<file path="config.mk">
export PLATFORM = sky130hd
export DESIGN_NAME = truth_table_sweeper
export DESIGN_NICKNAME = d
export VERILOG_FILES = /design/src/rtl/tts_pkg.sv /design/src/rtl/tts_settle_timer.sv /design/src/rtl/truth_table_sweeper.sv
export SDC_FILE = /design/constraint.sdc
export NUM_CORES = 1
export LEC_CHECK = 0
export ABC_AREA = 1
export CORE_MARGIN = 2
export CORE_UTILIZATION = 30
export CTS_CLUSTER_SIZE = 10
export DETAILED_ROUTE_END_ITERATION = 10
export PLACE_DENSITY_LB_ADDON = 0.15
export SLEW_MARGIN = 20
export SYNTH_ARGS = -nofsm -noshare
export SYNTH_HDL_FRONTEND = slang
export SYNTH_SLANG_ARGS = --single-unit
</file>
<file path="constraint.sdc">
create_clock -name clk -period 1.75 [get_ports clk]
set_input_delay 0.4375 -clock clk [delete_from_list [all_inputs] [get_ports clk]]
set_output_delay 0.4375 -clock clk [all_outputs]
set_load 0.05 [all_outputs]
</file>
<file path="src/rtl/tts_pkg.sv">
// Shared types and helpers for the truth-table sweeper.
package tts_pkg;

  typedef enum logic [1:0] {TTS_IDLE, TTS_APPLY, TTS_SAMPLE, TTS_DONE} tts_state_t;

  function automatic int tts_vec_count(input int n);
    return 1 << n;
  endfunction

endpackage

</file>
<file path="src/rtl/tts_settle_timer.sv">
// Settle-window down-counter: load arms it, expire flags the last cycle of the window.
module tts_settle_timer #(
  parameter int HOLD_CYCLES = 1
) (
  input  logic clk,
  input  logic rst,
  input  logic load,
  input  logic en,
  output logic expire
);

  localparam int W = (HOLD_CYCLES > 1) ? $clog2(HOLD_CYCLES + 1) : 1;
  localparam logic [W-1:0] LOAD_VAL = W'(HOLD_CYCLES - 1);

  logic [W-1:0] cnt_q, cnt_d;

  always_comb begin
    cnt_d = cnt_q;
    if (load)                    cnt_d = LOAD_VAL;
    else if (en && cnt_q != '0)  cnt_d = cnt_q - W'(1);
  end

  always_ff @(posedge clk) begin
    if (rst) cnt_q <= '0;
    else     cnt_q <= cnt_d;
  end

  assign expire = en && (cnt_q == '0);

endmodule

</file>
<file path="src/rtl/truth_table_sweeper.sv">
// Exhaustive truth-table sweeper/checker for an N_IN-input, 1-output f-block.
// Optional TTS_CAPTURE_EN adds obs_table, the observed truth table of the last sweep.
module truth_table_sweeper
  import tts_pkg::*;
#(
  parameter int N_IN        = 4,
  parameter int HOLD_CYCLES = 1,
  parameter logic [tts_vec_count(N_IN)-1:0] EXPECTED = '0
) (
  input  logic            clk,
  input  logic            rst,
  input  logic            start,
  input  logic            dut_out,
  output logic [N_IN-1:0] dut_in,
  output logic            busy,
  output logic            done,
  output logic            pass,
  output logic [N_IN:0]   err_count,
  output logic [N_IN-1:0] first_err,
  output logic            first_valid
`ifdef TTS_CAPTURE_EN
  ,output logic [tts_vec_count(N_IN)-1:0] obs_table
`endif
);

  localparam logic [N_IN-1:0] LAST_VEC = '1;

  tts_state_t      state_q, state_d;
  logic [N_IN-1:0] din_q, din_d;
  logic            busy_q, busy_d;
  logic            done_q, done_d;
  logic            pass_q, pass_d;
  logic [N_IN:0]   err_q, err_d;
  logic [N_IN-1:0] ferr_q, ferr_d;
  logic            fval_q, fval_d;
`ifdef TTS_CAPTURE_EN
  logic [tts_vec_count(N_IN)-1:0] obs_q, obs_d;
`endif

  logic timer_load, timer_en, timer_expire, mism;

  tts_settle_timer #(.HOLD_CYCLES(HOLD_CYCLES)) u_timer (
    .clk    (clk),
    .rst    (rst),
    .load   (timer_load),
    .en     (timer_en),
    .expire (timer_expire)
  );

  assign mism = (dut_out != EXPECTED[din_q]);

  always_comb begin
    state_d    = state_q;
    din_d      = din_q;
    busy_d     = busy_q;
    done_d     = done_q;
    pass_d     = pass_q;
    err_d      = err_q;
    ferr_d     = ferr_q;
    fval_d     = fval_q;
`ifdef TTS_CAPTURE_EN
    obs_d      = obs_q;
`endif
    timer_load = 1'b0;
    timer_en   = 1'b0;
    case (state_q)
      TTS_IDLE, TTS_DONE: begin
        if (start) begin
          din_d      = '0;
          busy_d     = 1'b1;
          done_d     = 1'b0;
          pass_d     = 1'b0;
          err_d      = '0;
          ferr_d     = '0;
          fval_d     = 1'b0;
`ifdef TTS_CAPTURE_EN
          obs_d      = '0;
`endif
          timer_load = 1'b1;
          state_d    = TTS_APPLY;
        end
      end
      TTS_APPLY: begin
        timer_en = 1'b1;
        if (timer_expire) state_d = TTS_SAMPLE;
      end
      TTS_SAMPLE: begin
        if (mism) begin
          err_d = err_q + (N_IN+1)'(1);
          if (!fval_q) begin
            ferr_d = din_q;
            fval_d = 1'b1;
          end
        end
`ifdef TTS_CAPTURE_EN
        obs_d[din_q] = dut_out;
`endif
        // pass uses err_d so a mismatch on the last vector is not lost
        if (din_q == LAST_VEC) begin
          busy_d  = 1'b0;
          done_d  = 1'b1;
          pass_d  = (err_d == '0);
          state_d = TTS_DONE;
        end else begin
          din_d      = din_q + N_IN'(1);
          timer_load = 1'b1;
          state_d    = TTS_APPLY;
        end
      end
      default: state_d = TTS_IDLE;
    endcase
  end

  always_ff @(posedge clk) begin
    if (rst) begin
      state_q <= TTS_IDLE;
      din_q   <= '0;
      busy_q  <= 1'b0;
      done_q  <= 1'b0;
      pass_q  <= 1'b0;
      err_q   <= '0;
      ferr_q  <= '0;
      fval_q  <= 1'b0;
`ifdef TTS_CAPTURE_EN
      obs_q   <= '0;
`endif
    end else begin
      state_q <= state_d;
      din_q   <= din_d;
      busy_q  <= busy_d;
      done_q  <= done_d;
      pass_q  <= pass_d;
      err_q   <= err_d;
      ferr_q  <= ferr_d;
      fval_q  <= fval_d;
`ifdef TTS_CAPTURE_EN
      obs_q   <= obs_d;
`endif
    end
  end

  assign dut_in      = din_q;
  assign busy        = busy_q;
  assign done        = done_q;
  assign pass        = pass_q;
  assign err_count   = err_q;
  assign first_err   = ferr_q;
  assign first_valid = fval_q;
`ifdef TTS_CAPTURE_EN
  assign obs_table   = obs_q;
`endif

endmodule
</file>
# Word level (Yosys, flattened, before mapping)
# Memory sizes are Yosys's and may differ from the RTL's. A register that Yosys moved wholly into a read port is not among the register bits.
# Cells that the tools add are included.
[word_totals] out_inout_bits=17 elab_cells=70 inputBits=4 ff_bits=20 n_memories=1 mem_bits_ro=16
[classes] reduce_logical=13 n_lt_le_gt_ge=1 n_eq_ne=11 muxes=31 add_sub_neg=3 bitwise=1
[mem_list] memory="(name not given)" depth=16 width=1 rd=1 rd_ports_with_merged_regs=1 wr=0 line="truth_table_sweeper.sv:50" rtl="assign mism = (dut_out != EXPECTED[din_q]);"
[ops] operator="2-to-1 mux 4 bit" n=6
[ops] operator="one-hot mux 4 bit (2 select lines)" n=2
[ops] operator="2-to-1 mux 5 bit" n=3
[ops] operator="!= test 2 bit (second input constant)" n=6
[ops] operator="2-to-1 mux 1 bit" n=10
[ops] operator="one-hot mux 1 bit (2 select lines)" n=5
[ops] operator="one-hot mux 5 bit (2 select lines)" n=1
[ops] operator="AND reduction 3 bit" n=3
[ops] operator="2-to-1 mux 2 bit" n=3
[ops] operator="one-hot mux 2 bit (3 select lines)" n=1
[ops] operator="adder 5 x 1 -> 5 bit (second input constant)" n=1
[ops] operator="logical NOT 5 bit" n=1
[ops] operator="< comparator 4 x 5 -> 1 bit (second input constant)" n=1
[ops] operator="adder 4 x 1 -> 4 bit (second input constant)" n=1
[ops] operator="== test 2 bit (second input constant)" n=2
[ops] operator="== test 4 bit (second input constant)" n=1
[ops] operator="AND reduction 2 bit" n=2
[ops] operator="AND reduction 4 bit" n=1
[ops] operator="OR reduction 2 bit" n=2
[ops] operator="== test 2 x 1 -> 1 bit (second input constant)" n=1
[ops] operator="logical AND 1 bit" n=2
[ops] operator="logical NOT 2 bit" n=1
[ops] operator="nonzero test 2 bit" n=1
[ops] operator="!= test 1 bit" n=1
[ops] operator="other kinds (2)" n=2

# Depth between registers and ports, before layout
[logic_depth] word_depth=8 ltp_mapped=9

# Hierarchy
# Synthesis repeated with hierarchy kept, for this count alone.
[unflattened] hier_cells=153 hier_area_um2=1118.6
[by_module_without_submodules] mod="truth_table_sweeper" seq_area_each_um2=380.4 cells_per_inst=145 area_per_inst_um2=1072.3 instances=1
[by_module_without_submodules] mod="tts_settle_timer" seq_area_each_um2=20.0 cells_per_inst=8 area_per_inst_um2=46.3 instances=1

# Worst setup path before layout
# OpenSTA, ideal clock, no wires.
[synth_path] path_kind="register to register" startpoint="register din_q[0], in the netlist dut_in[0]" endpoint="register din_q[3], in the netlist dut_in[3]" synth_period_minus_slack_ps=1630 setup_slack_ps=120 t_arrival_ps=1564 path_stages_with_launch=8 path_buffers=0 setup_time_ps=66 path_cell_list="dfxtp_1 -> ha_1 -> nand4_1 -> nand2_2 -> clkinv_2 -> nand3_1 -> nand2_1 -> a21oi_2"
[synth_between] elab_chain_cells=3 elab_cells_between_ends=6
[synth_lines] item="start, declared" line="truth_table_sweeper.sv:29" rtl="logic [N_IN-1:0] din_q, din_d;"
[synth_lines] item="start signal, assigned" line="truth_table_sweeper.sv:129" rtl="din_q <= din_d;"
[synth_lines] item="adder 4 x 1 -> 4 bit / == test 4 bit (equally long branches)" line="truth_table_sweeper.sv:105, truth_table_sweeper.sv:99"
[synth_lines] item="2-to-1 mux 4 bit / != test 2 bit (equally long branches)"
[synth_lines] item="one-hot mux 4 bit (2 select lines) / AND reduction 3 bit (equally long branches)"
# Parallel ways exist; a longest one is shown, timed or not. The select of a mux whose other input is x is not followed.
# A chain may end at the register's enable or synchronous reset.

# Final worst setup path
[layout_path] startpoint="register state_q[0]" endpoint="register din_q[2], in the netlist dut_in[2]"
[layout_between] elab_chain_cells=4 elab_cells_between_ends=9
[layout_lines] item="start, declared" line="truth_table_sweeper.sv:28" rtl="tts_state_t state_q, state_d;"
[layout_lines] item="start signal, assigned" line="truth_table_sweeper.sv:128" rtl="state_q <= state_d;"
[layout_lines] item="== test 2 bit / logical NOT 2 bit (equally long branches)" line="truth_table_sweeper.sv:66" rtl="case (state_q)"
[layout_lines] item="OR reduction 2 bit" line="truth_table_sweeper.sv:66"
[layout_lines] item="!= test 2 bit (no source line) / nonzero test 2 bit (equally long branches)"
[layout_lines] item="AND reduction 3 bit (no source line)"
# Parallel ways exist; a longest one is shown, timed or not.

==> results.txt <==
In this run the worst path has a maximum fanout of 5. Yosys printed 0 warnings. Setup repair after global routing left no endpoint under its margin.

The number of setup violations in the final report is 0. Kind of critical path: register to register. Buffers inserted during clock tree synthesis total 3. The flow ran to the end, and the final reports show no timing, DRC or antenna violations. The number of nets in the layout was 188; the top cell type's share of synthesized area was 0.381. Dividing the detail-routed via count by the number of cells gives 4.65.

The wire-length estimate of the detail-placed layout is 1830 µm. On the worst path, the slowest cell contributes a delay of 0.38 ns. The classification of the worst-slack hold path was register to register.

The pre-antenna-repair detailed-routing pass consisted of 4 iterations. The logs give 3990 µm² for the floorplan die area and 0.846 for the final weighted congestion of routability-driven global placement. The total area inside the core boundary comes to 3360 µm².

The post-route clock skew is 0.00175 ns, and the slew at the pin closest to its max-slew limit is 0.302 ns. Kind of launch point of the worst setup path: a register. From synthesis to final layout, the design area changed by 36.1%. The total wire length after detailed routing was 2270 µm. The starting density of the core is 0.312, and the required time of the critical path is 1.95 ns. The post-route DRC violation count was 0; the worst hold slack across all endpoints was 0.465 ns. The run gives 20 as the number of clock sinks seen by CTS. After global routing the overflow that remains totals 0. The tools report the count of boundary I/O pins as 21.

For the worst slew margin relative to its limit, the log shows 0.798. The number of pins exceeding their max-slew limit in the final report is 0. In this run the remaining antenna-violating nets after routing total 0. The share of layout cells above drive strength 1 was 0.232. Clock tree synthesis selected as its root buffer the cell sky130_fd_sc_hd__clkbuf_4. In this run the deepest clock path goes through 2 buffers. Netlist area before placement: 1050 µm².

For the gate count after technology mapping, the log shows 150. The first global-routing pass estimated 4110 µm of wire. The die extent in x was 63.2 µm. Sorting the synthesized cells by area gives the leading types as sky130_fd_sc_hd__dfxtp_1 38%, sky130_fd_sc_hd__nand2_1 15%, sky130_fd_sc_hd__inv_1 7.1%.

After the first detailed-routing iteration, the DRC count stood at 50. The tools report the largest net degree at the start of global routing as 13. The global-route usage over all layers is 0.125, and the number of core rows is 21. The maximum clock rate came out at 636 MHz. Dividing the synthesized area by the synthesized cell count gives 7.01 µm². The via count of the first global-routing pass was 971; the net count of the mapped netlist was 159. The library cell with the largest summed area after synthesis was sky130_fd_sc_hd__dfxtp_1. The overall die height was 63.2 µm. The logs give 1 for the level count of the clock H-tree and 0.29 ns for the clock latency at the later pin of the worst-skew pair. The power density normalized to cell area was 637 nW/µm²; the number of hold violations in the final report was 0.

The slowest stage of the critical path belongs to the cell sky130_fd_sc_hd__dfxtp_1. The via total after detailed routing is 1,037, and the number of unique standard cell types used by synthesis is 24. Data on the critical path arrives at its endpoint at 1.77 ns.

Counting flops and latches in the post-synthesis netlist gives 20. The period utilization was 0.898; the number of antenna cells inserted was 0. Share of synthesized area occupied by flip-flops and latches: 0.381. Across the VDD grid, the largest voltage drop is 0.336 mV.

The clock period minus worst slack was 1.57 ns. The leakage component of the power was 0.584 nW. The clock input transition at the sequential cells of the worst setup and hold paths was 0.11 ns; the max-capacitance violation count was 0. The tools report the initial antenna violation count as 0. The number of port buffers works out to 20. The average wire length per cell after detail routing works out to 10.2 µm.

Type of element capturing the critical path: a register. TritonCTS built the clock tree. After routing, the total negative slack on setup checks comes to 0 ns.

Traced cell by cell, the critical path runs through inv_1 > ha_2 > nand2_1 > o21ai_4 > nand2_2 > clkinv_2 > nand3_2 > and3_1.
worst max-delay path, delay by kind of cell (launching register included):
kind	cells	cell delay (ns)
buffers and inverters	2	0.15
adders and majority gates	1	0.37
AOI/OAI and AO/OA	1	0.12
and+or+nand+nor	4	0.46
DFF	1	0.38
state kept, by name (all words and copies together), names as in the netlist:
signal,flops
err_count,5
dut_in,4
first_err,4
state_q,2
busy,1
done,1
first_valid,1
pass,1
u_timer.cnt_q,1
cell families after synthesis:
| group | after synthesis | share of synthesized area |
|---|---|---|
| adder cells (fa/ha/maj) | 5 | 0.0595 |
| buffers and inverters | 26 | 0.100 |
| AO/OA/AOI/OAI | 25 | 0.145 |
| flip-flops | 20 | 0.381 |
| AND/OR/NAND/NOR | 74 | 0.314 |
path summary, 6_finish.rpt:
kind	startpoint	end	cells after the start	slack [ns]
setup reg to reg	state_q[0]$_SDFFE_PP0P_	dut_in[2]$_SDFFE_PP0P_	8	0.18
hold / removal	busy$_SDFFE_PP0P_	busy$_SDFFE_PP0P_	2	0.47
hold reg to reg	busy$_SDFFE_PP0P_	busy$_SDFFE_PP0P_	2	0.47
setup / recovery	state_q[0]$_SDFFE_PP0P_	dut_in[2]$_SDFFE_PP0P_	8	0.18
through the flow:
stage	util	power [mW]	cell area, µm²	instances	worst slack, ns
floorplan	-	0.643	1050	150	0.120
global placement	0.417	0.700	1400	220	0.0278
detailed placement	0.417	0.703	1400	220	0.00547
CTS	0.424	0.921	1430	223	0.133
global route	0.425	0.973	1430	223	0.0185
finish	0.425	0.912	1430	223	0.178
layout by cell type (no fill, tap or decap), types with 2 or more instances in the layout:
cell type / instances
sky130_fd_sc_hd__buf_12: 8
sky130_fd_sc_hd__a21oi_1: 14
sky130_fd_sc_hd__buf_4: 16
sky130_fd_sc_hd__dfxtp_1: 20
sky130_fd_sc_hd__o21ai_1: 2
sky130_fd_sc_hd__a21oi_2: 3
sky130_fd_sc_hd__clkbuf_4: 3
sky130_fd_sc_hd__nand3_1: 15
sky130_fd_sc_hd__o21ai_0: 3
sky130_fd_sc_hd__clkinv_2: 2
sky130_fd_sc_hd__ha_1: 4
sky130_fd_sc_hd__nand3_2: 2
sky130_fd_sc_hd__nor2_1: 7
sky130_fd_sc_hd__nand2_2: 2
sky130_fd_sc_hd__nand4_1: 2
sky130_fd_sc_hd__inv_1: 20
sky130_fd_sc_hd__clkdlybuf4s50_1: 3
sky130_fd_sc_hd__nand2_1: 42
layer usage:
layer,up-vias,wire (µm),part of all wire,track usage
met4,0,26,0.011,0.0408
li1,542,-,-,-
met3,4,71,0.031,0.0250
met5,-,0,0,0
met2,14,1070,0.47,0.203
met1,477,1100,0.49,0.166
report_power, final:
group          switching (mW)  internal [mW]  total (mW)
logic                   0.143         0.0729       0.216
clock network           0.139         0.0801       0.219
registers             0.00914          0.468       0.477
total                   0.291          0.621       0.912
area by class of cell:
class                   instances  area (µm²)
well taps                      46        57.6
repair buffers                 27         310
multi-input cells             104         551
fillers                       387        1930
clock buffers                   3        22.5
flip-flops and latches         20         400
inverters                      23        88.8
synthesized netlist by cell type (all sizes together):
cell type and instances:
nand2 44, inv 21, dfxtp 20, a21oi 17
nand3 17, nor2 9, o21ai 6, ha 5
buf 2, clkinv 2, nand4 2, a31oi 1
a32oi 1, and3 1, clkbuf 1, nor3 1
what timing repair did:
item | 4_1_cts | 5_1_grt
resized for setup | 0 | 2
setup endpoints to repair | 0 | 3
hold buffers | 0 | 0
setup buffers | 0 | 0
Power figures use the tool's default switching activity.
